`src/rtl/muldiv_unit.sv`:
```
// muldiv_unit: iterative 32x32 multiply / 32/32 divide unit with HI/LO result registers.
// Multiply uses shift-add over 32 cycles; divide uses restoring shift-subtract.
// Signed operations run on magnitudes, and the sign is restored in a single FIX cycle.
module muldiv_unit #(
    parameter logic [31:0] DIV0_LO = 32'hFFFFFFFF
) (
    input  logic        CLK,
    input  logic        Reset,
    input  logic        start,
    input  logic [1:0]  op,
    input  logic [31:0] rs_data,
    input  logic [31:0] rt_data,
    input  logic        mthi,
    input  logic        mtlo,
    output logic        busy,
    output logic        done,
    output logic [31:0] hi,
    output logic [31:0] lo
);

    typedef enum logic [1:0] {IDLE, CALC, FIX} state_t;

    state_t             state_q;
    logic        [4:0]  cnt_q;
    logic               busy_q;
    logic               done_q;
    logic        [31:0] hi_q;
    logic        [31:0] lo_q;

    // Operation context, captured on the accepted start edge
    logic               is_div_q;
    logic               neg_res_q;
    logic               neg_rem_q;
    logic               div0_q;
    logic        [31:0] rs_raw_q;
    logic        [31:0] b_q;
    // Multiply: {partial product, remaining multiplier bits}; divide: {remainder, quotient}
    logic        [63:0] work_q;
    logic        [63:0] work_d;

    logic               rs_neg;
    logic               rt_neg;
    logic        [31:0] rs_mag;
    logic        [31:0] rt_mag;
    logic        [32:0] mul_sum;
    logic        [32:0] div_shift;
    logic        [33:0] div_trial;
    logic        [63:0] prod_fix;
    logic        [31:0] quo_fix;
    logic        [31:0] rem_fix;

    // Operand magnitudes; only the signed ops (op[0] = 1) treat bit 31 as a sign
    always_comb begin
        rs_neg = op[0] & rs_data[31];
        rt_neg = op[0] & rt_data[31];
        rs_mag = rs_neg ? (32'd0 - rs_data) : rs_data;
        rt_mag = rt_neg ? (32'd0 - rt_data) : rt_data;
    end

    // One iteration of shift-add or restoring division, plus the final sign correction
    always_comb begin
        mul_sum   = {1'b0, work_q[63:32]} + (work_q[0] ? {1'b0, b_q} : 33'd0);
        div_shift = {work_q[63:32], work_q[31]};
        div_trial = {1'b0, div_shift} - {2'b00, b_q};
        work_d    = {mul_sum, work_q[31:1]};
        if (is_div_q) begin
            if (div_trial[33]) begin
                work_d = {div_shift[31:0], work_q[30:0], 1'b0};
            end else begin
                work_d = {div_trial[31:0], work_q[30:0], 1'b1};
            end
        end
        prod_fix = neg_res_q ? (64'd0 - work_q) : work_q;
        quo_fix  = neg_res_q ? (32'd0 - work_q[31:0]) : work_q[31:0];
        rem_fix  = neg_rem_q ? (32'd0 - work_q[63:32]) : work_q[63:32];
    end

    // Datapath: latch operands on an accepted start, iterate while in CALC
    always_ff @(posedge CLK) begin
        if (state_q == IDLE && start) begin
            is_div_q  <= op[1];
            neg_res_q <= rs_neg ^ rt_neg;
            neg_rem_q <= rs_neg;
            div0_q    <= op[1] && (rt_data == 32'd0);
            rs_raw_q  <= rs_data;
            if (op[1]) begin
                work_q <= {32'd0, rs_mag};
                b_q    <= rt_mag;
            end else begin
                work_q <= {32'd0, rt_mag};
                b_q    <= rs_mag;
            end
        end else if (state_q == CALC) begin
            work_q <= work_d;
        end
    end

    // Control FSM with registered busy/done and the architectural HI/LO registers
    always_ff @(posedge CLK or posedge Reset) begin
        if (Reset) begin
            state_q <= IDLE;
            cnt_q   <= 5'd0;
            busy_q  <= 1'b0;
            done_q  <= 1'b0;
            hi_q    <= 32'd0;
            lo_q    <= 32'd0;
        end else begin
            done_q <= 1'b0;
            case (state_q)
                IDLE: begin
                    if (start) begin
                        cnt_q  <= 5'd0;
                        busy_q <= 1'b1;
                        // A zero divisor needs no iterations
                        state_q <= (op[1] && (rt_data == 32'd0)) ? FIX : CALC;
                    end else begin
                        if (mthi) hi_q <= rs_data;
                        if (mtlo) lo_q <= rs_data;
                    end
                end
                CALC: begin
                    cnt_q <= cnt_q + 5'd1;
                    if (cnt_q == 5'd31) state_q <= FIX;
                end
                FIX: begin
                    if (div0_q) begin
                        lo_q <= DIV0_LO;
                        hi_q <= rs_raw_q;
                    end else if (is_div_q) begin
                        lo_q <= quo_fix;
                        hi_q <= rem_fix;
                    end else begin
                        lo_q <= prod_fix[31:0];
                        hi_q <= prod_fix[63:32];
                    end
                    busy_q  <= 1'b0;
                    done_q  <= 1'b1;
                    state_q <= IDLE;
                end
                default: begin
                    state_q <= IDLE;
                    busy_q  <= 1'b0;
                end
            endcase
        end
    end

    assign busy = busy_q;
    assign done = done_q;
    assign hi   = hi_q;
    assign lo   = lo_q;

endmodule
```
`config.mk`:
```
export PLATFORM = sky130hd
export DESIGN_NAME = muldiv_unit
export DESIGN_NICKNAME = d
export VERILOG_FILES = /design/src/rtl/muldiv_unit.sv
export SDC_FILE = /design/constraint.sdc
export NUM_CORES = 1
export LEC_CHECK = 0
export BUFFER_PORTS_ARGS = -buffer_cell sky130_fd_sc_hd__buf_2
export CELL_PAD_IN_SITES_DETAIL_PLACEMENT = 1
export CELL_PAD_IN_SITES_GLOBAL_PLACEMENT = 1
export CORE_MARGIN = 5
export CORE_UTILIZATION = 51
export DETAILED_ROUTE_END_ITERATION = 10
export HOLD_SLACK_MARGIN = 0.15
export PLACE_DENSITY = 0.86
export SETUP_SLACK_MARGIN = 0.2
export SYNTH_ARGS = -nofsm -noshare
export SYNTH_HDL_FRONTEND = slang
export SYNTH_SLANG_ARGS = --single-unit
```
`constraint.sdc`:
```
create_clock -name CLK -period 7.3 [get_ports CLK]
set_input_delay 1.095 -clock CLK [delete_from_list [all_inputs] [get_ports CLK]]
set_output_delay 1.095 -clock CLK [all_outputs]
set_load 0.005 [all_outputs]
```
==> impl_metrics.csv, run 1 <==
group,metric,value,unit
outcome,status,"completed",
power_and_ir_drop,vdd_drop_max,0.221,mV
setup_path,rr_worst_depth,12,
die,coreArea,29900,um^2
power_and_ir_drop,sw_frac_of_total,45.9,%
die,io_pins,137,
place,hpwl,45100,um
setup_path,cp_top_family,"compound AO/OA/AOI/OAI gates",
cells_and_area,post_route_cells_drive_above_1_share,11.8,%
global_route,grt_pass1_vias,14865,
cts,cts.clk_slew.worst_paths,0.06,ns
logic_synthesis,synth.area.mux_share,7.50,%
sta,holdWs,0.492,ns
sta,fin_crit_sh,63.8,%
power_and_ir_drop,p_per_area,454,nW/um^2
cts,htree_levels,1,
setup_path,end_kind,"register",
logic_synthesis,ys_ff_latch,205,
logic_synthesis,synth_edf_count,132,
cts,cts_tree,"yes",
setup_path,crit_top_cell,"a211oi_1",
cells_and_area,final_common_cell,"nor2_1",
sta,finalSetupViolCount,0,
logic_synthesis,synth-xor-area-share,9.71,%
sta,post-route-min-period,4.66,ns
logic_synthesis,ys_warn_count,0,
cells_and_area,fillers,3482,
logic_synthesis,synth_compound_area_share,21.0,%
power_and_ir_drop,switching_power,3.60,mW
global_route,grt.overflow.total,0,
cells_and_area,syn_to_final_growth,11.4,%
die,die_w,184,um
detailed_routing,wirelength,59800,um
cts,clkSinkCount,205,
cts,cts_made_buffers,24,
setup_path,rrSetupSlack,2.64,ns
logic_synthesis,syn_area,15500,um^2
cts,postCtsHoldBufs,0,
setup_path,cp-endpoint,"work_q[62]",
power_and_ir_drop,p_seq_share,31.3,%
setup_path,crit_path_max_incr_delay,0.95,ns
setup_path,cp_data_required_time,7.57,ns
detailed_routing,num_vias,14795,
setup_path,crit_path_start,"work_q[0]",
setup_path,crit_slowest_cell,"inv_1",
detailed_routing,viasPerCell,6.68,
cts,cts_setup_buffers,0,
cts,cts_resized,0,
sta,hold_viol_final,0,
global_route,grt_pass1_wl,90300,um
setup_path,path_class,"register to register",
setup_path,r2r-start,"work_q[0]",
power_and_ir_drop,p_comb_share,53.3,%
sta,setup_tns,0,ns
detailed_routing,wl_per_cell,27.0,um
setup_path,path_max_fanout,33,
die,initial_core_util,51.9,%
setup_path,r2r-end,"work_q[62]",
flow_run,drv_cap,0,
worst_hold_path,hold_path.class,"register to register",
logic_synthesis,synth_ff_type,"edfxtp_1",
cells_and_area,instances_no_fill,2214,
worst_hold_path,hold_path_depth,2,
die,rows,63,
detailed_routing,postRouteAntennaNets,0,
logic_synthesis,synthDistinctLibCells,77,
logic_synthesis,synth_cells,1710,
sta,rsz0062_at_grt,"false",
cells_and_area,nets,1948,
setup_path,worstPathArrival,4.93,ns
logic_synthesis,synth.avg_cell_area,9.08,um^2
global_route,grt_max_degree,74,
global_route,grt_antenna_before_repair,2,
sta,skew,0.0168,ns
logic_synthesis,synth_simple_gate_area_share,14.8,%
sta,worstMarginPinSlew,1.26,ns
logic_synthesis,ys_seq_area_share,37.3,%
place,io_buffers,136,
setup_path,cp-start-kind,"register",
die,die_y,184,um
global_route,grt_usage,34.2,%
cts,cts_root_buffer,"clkbuf_16",
logic_synthesis,synth_nets,1853,
power_and_ir_drop,intPower,4.25,mW
sta,fmax,215,MHz
detailed_routing,drt_first_pass_iters,5,
sta,final_max_slew_viol_count,0,
cells_and_area,mostFrequentLayoutCells,"nor2_1, buf_2, a21oi_1",
power_and_ir_drop,p_clk_share,15.4,%
setup_path,crit_buf_inv,1,
power_and_ir_drop,power.leakage,7.27,nW
cts,clk_latency,0.55,ns
setup_path,path_cells,"inv_1, nor2_1, ha_1, a211oi_1, o21ai_0, o211a_1, o31ai_1, a211oi_1, a221oi_1, xnor2_1, a211oi_1, a311oi_1",
place,placed_cells,2169,
detailed_routing,drtIter0Drc,1536,
logic_synthesis,synth_top_family_by_area,"compound AO/OA/AOI/OAI gates",
logic_synthesis,async_flop_share,35.6,%
sta,slew_headroom,15.7,%
cts,cts_buffer_depth,3,
place,gp_congestion,0.947,
logic_synthesis,synthAdderAreaFrac,5.90,%
detailed_routing,route.detailed.drc,0,
setup_path,worstSetupPathDepth,12,
die,die_area,34000,um^2
-- layer usage --
| layer | global-route usage, % | wire length (um) | up-vias |
|---|---|---|---|
| li1 | - | - | 6560 |
| met1 | 47.1 | 24500 | 7381 |
| met2 | 54.4 | 27300 | 690 |
| met3 | 5.88 | 5200 | 162 |
| met4 | 12.7 | 2790 | 2 |
| met5 | 0 | 11 | - |
-- power groups by stage --
stage | clock, mW | combinational [mW] | sequential, mW
2_1_floorplan | 0 | 2.92 | 2.20
3_3_place_gp | 0 | 3.93 | 2.41
3_5_place_dp | 0 | 4.11 | 2.44
4_1_cts | 1.22 | 4.15 | 2.43
5_1_grt | 1.26 | 4.56 | 2.49
6_report | 1.21 | 4.19 | 2.46
-- registers in the layout, summed over array words and instances (netlist names), 2 cells and up --
signal / cells
hi: 32
state_q: 2
cnt_q: 5
rs_raw_q: 32
work_q: 64
b_q: 32
lo: 32
-- tightest hold or removal path: stages (launching register included) --
cell and delay [ns]:
dfrtp_1 0.34, nand2_1 0.05, o21ai_1 0.06
-- cells by family after synthesis --
family / Yosys count
AND/OR/NAND/NOR: 485
adder cells (fa/ha/maj): 72
buffers and inverters: 156
XOR/XNOR: 172
multiplexers: 116
AO/OA/AOI/OAI: 504
flip-flops: 205
-- cells in the mapped netlist, types with 13 or more instances --
cell type  instances  area share (%)
edfxtp_1         132              26
mux2i_1          114             7.4
a222oi_1          13            0.84
a21o_1            26             1.3
nor4_1            14            0.56
ha_1              70             5.6
clkbuf_1          65             1.6
o21ai_0          107             3.5
xnor2_1          104             5.9
or3_1             14            0.56
dfrtp_1           73              12
o21ai_1           19            0.61
o31ai_1           23             1.1
buf_1             14            0.34
nand2_1          132             3.2
o22ai_1           19            0.77
a211oi_1          27             1.3
nand3_1           34             1.1
nor2_1           162             3.9
nand4_1           15            0.60
nor3_1            38             1.2
inv_1             72             1.7
xor2_1            68             3.8
a22oi_1           21             1.0
a31oi_1           16            0.64
a21oi_1          134             4.3
-- metrics by stage --
stage	setup WS (ns)	utilization (%)	cell area [um^2]	power, mW
2_1_floorplan	2.98	-	15500	5.12
3_3_place_gp	2.90	55.3	16500	6.34
3_5_place_dp	2.82	55.3	16500	6.55
4_1_cts	2.78	57.9	17300	7.79
5_1_grt	2.46	57.9	17300	8.31
6_report	2.64	57.9	17300	7.86
-- worst min path at each step --
stage | from | end | slack, ns
global route | rs_raw_q[27] | hi[27] | 0.52
global placement | rs_raw_q[27] | hi[27] | 0.46
finish | hi[8] | hi[8] | 0.49
detailed placement | cnt_q[3] | cnt_q[3] | 0.48
CTS | cnt_q[3] | cnt_q[3] | 0.49
floorplan | rs_raw_q[10] | hi[10] | 0.45
-- cell type report --
type / instances / area (um^2) / area share [%]
Tap cell: 390 / 488 / 2.82
Clock buffer: 33 / 686 / 3.97
Inverter: 74 / 279 / 1.61
Timing Repair Buffer: 151 / 796 / 4.60
Multi-Input combinational cell: 1349 / 9150 / 52.9
Clock inverter: 11 / 93.8 / 0.543
Sequential cell: 205 / 5790 / 33.5
Antenna cell: 1 / 2.50 / 0.0145
(Power assumes the default switching activity.)
==> run 2, diff against run 1 <==
- ABC_AREA: unset -> 1
- CORE_UTILIZATION: 51 -> 40
- PLACE_DENSITY: 0.86 -> 0.78
- clock period: 7.3 -> 3.8 ns (I/O delays scaled with it)
==> impl_metrics.csv, run 2 <==
group,metric,value,unit
setup_path,path_class,"register to register",
outcome,status,"completed",
setup_path,rr_worst_depth,15,
global_route,grt_max_degree,100,
detailed_routing,wl_per_cell,25.9,um
logic_synthesis,synthDistinctLibCells,46,
power_and_ir_drop,finalPower,18.3,mW
detailed_routing,num_vias,22459,
cells_and_area,post_route_cells_drive_above_1_share,8.96,%
die,initial_core_util,40.3,%
logic_synthesis,ys_ff_latch,205,
setup_path,cp-start-kind,"register",
place,gp_congestion,1.05,
cells_and_area,fin_area,21500,um^2
cts,cts_resized,0,
setup_path,path_max_fanout,32,
setup_path,cp_data_required_time,4.24,ns
sta,skew,0.0184,ns
die,io_pins,137,
cts,cts_setup_buffers,0,
power_and_ir_drop,p_per_area,853,nW/um^2
cts,cts_root_buffer,"clkbuf_16",
sta,final_max_slew_viol_count,0,
die,coreArea,47500,um^2
setup_path,end_kind,"register",
detailed_routing,drt_first_pass_iters,5,
cells_and_area,seqCellArea,5790,um^2
logic_synthesis,synth.avg_cell_area,6.17,um^2
cells_and_area,largest_reg_flops,64,
cts,postCtsHoldBufs,1,
cells_and_area,final_common_cell,"nand2_1",
global_route,grt_antenna_before_repair,5,
cells_and_area,regMostFlops,"work_q",
logic_synthesis,synth_nets,3249,
logic_synthesis,yosys.area.top_type,"edfxtp_1",
sta,worstMarginPinSlew,0.934,ns
global_route,grt_pass1_vias,22217,
power_and_ir_drop,power.leakage,10.8,nW
cts,clkSinkCount,205,
global_route,grt_pass1_wl,146000,um
worst_hold_path,hold_path_depth,1,
detailed_routing,route.detailed.drc,0,
cells_and_area,syn_to_final_growth,12.2,%
cells_and_area,mostFrequentLayoutCells,"nand2_1, nor2_1, inv_1",
detailed_routing,viasPerCell,5.81,
cts,cts_tree,"yes",
logic_synthesis,syn_area,19100,um^2
sta,rsz0062_at_grt,"false",
place,io_buffers,136,
logic_synthesis,synth_ff_type,"edfxtp_1",
logic_synthesis,ys_warn_count,0,
cts,cts_buffer_depth,3,
global_route,grt.overflow.total,0,
power_and_ir_drop,vdd_drop_max,0.551,mV
cts,clk_latency,0.59,ns
place,placed_cells,3815,
cells_and_area,nets,3373,
die,die_y,229,um
cts,cts_made_buffers,27,
die,die_w,229,um
logic_synthesis,synthTopCellsByArea,"edfxtp_1, nand2_1, nor2_1, dfrtp_1, inv_1",
logic_synthesis,synth_top_area_share,20.7,%
logic_synthesis,synth_edf_count,132,
logic_synthesis,synthMostInstantiatedCell,"nand2_1",
sta,fmax,288,MHz
setup_path,rrSetupSlack,0.33,ns
detailed_routing,wirelength,100000,um
logic_synthesis,synth_cells,3106,
die,rows,80,
cts,htree_levels,1,
sta,post-route-min-period,3.47,ns
sta,finalSetupViolCount,0,
place,placed_area,20600,um^2
sta,slew_headroom,37.6,%
detailed_routing,drtIter0Drc,2440,
setup_path,worstPathArrival,3.91,ns
cts,cts.clk_slew.worst_paths,0.06,ns
cells_and_area,instances_no_fill,3865,
sta,fin_crit_sh,91.4,%
logic_synthesis,async_flop_share,35.6,%
sta,hold_viol_final,0,
cells_and_area,multi_input_area,11400,um^2
place,hpwl,82200,um
logic_synthesis,ys_seq_area_share,30.2,%
cells_and_area,fillers,6522,
die,die_area,52300,um^2
global_route,grt_usage,36.9,%
worst_hold_path,hold_path.class,"input port to register",
flow_run,drv_cap,0,
sta,setup_tns,0,ns
logic_synthesis,synthTopCellsByCount,"nand2_1, nor2_1, inv_1, nand3_1, o21ai_0",
detailed_routing,postRouteAntennaNets,0,
[run 2: final timing paths]
path / startpoint / to
max in group asynchronous: Reset / hi[2]
min reg2reg: lo[19] / lo[19]
max: work_q[45] / work_q[63]
min: rs_data[26] / rs_raw_q[26]
min in group asynchronous: Reset / done
max reg2reg: work_q[45] / work_q[63]
[run 2: where the power goes]
| group | switching, mW | total (mW) | internal [mW] |
|---|---|---|---|
| Clock | 1.12 | 2.55 | 1.43 |
| Sequential | 1.25 | 4.83 | 3.58 |
| Combinational | 7.69 | 11.0 | 3.26 |
[run 2: area by class of cell]
class                           count  share of cell area [%]
Tap cell                          615                    3.58
Clock inverter                     11                   0.408
Inverter                          403                    7.05
Timing Repair Buffer              195                    5.42
Multi-Input combinational cell   2398                    53.1
Clock buffer                       37                    3.46
Antenna cell                        1                  0.0116
Sequential cell                   205                    27.0
[run 2: critical path, cell delays in order, from the launching register on]
cell and delay [ns]:
edfxtp_1 0.62, ha_1 0.47, nand2_1 0.12, inv_1 0.10, nand2_2 0.10, inv_1 0.09, nand2_1 0.06, nand2_1 0.10
nand2_1 0.10, nand3_2 0.10, nand2_2 0.31, nand2_8 0.38, nand2_1 0.10, nor2_1 0.38, nor2_1 0.12, nor2_1 0.10
[run 2: stage by stage]
stage          hold slack, ns  util (%)  setup slack (ns)
2_1_floorplan           0.472         -             0.230
3_3_place_gp            0.467      43.4             0.504
3_5_place_dp            0.476      43.4             0.430
4_1_cts                 0.184      45.2             0.427
5_1_grt                 0.206      45.2             0.282
6_report                0.211      45.2             0.327
[run 2: cell families after synthesis]
kind of cell	synth area share, %
AO/OA/AOI/OAI	11.1
XOR/XNOR	2.61
adder cells (fa/ha/maj)	4.78
buffers and inverters	10.3
flip-flops	30.2
multiplexers	0.0523
AND/OR/NAND/NOR	41.0
[run 2: metal layers]
metal / vias to the layer above / part of all wire (%) / track usage [%]
met1: 11000 / 43 / 51.7
met4: 0 / 4.7 / 13.7
li1: 10273 / - / -
met3: 191 / 9.5 / 7.83
met2: 995 / 43 / 56.1
met5: - / 0 / 0
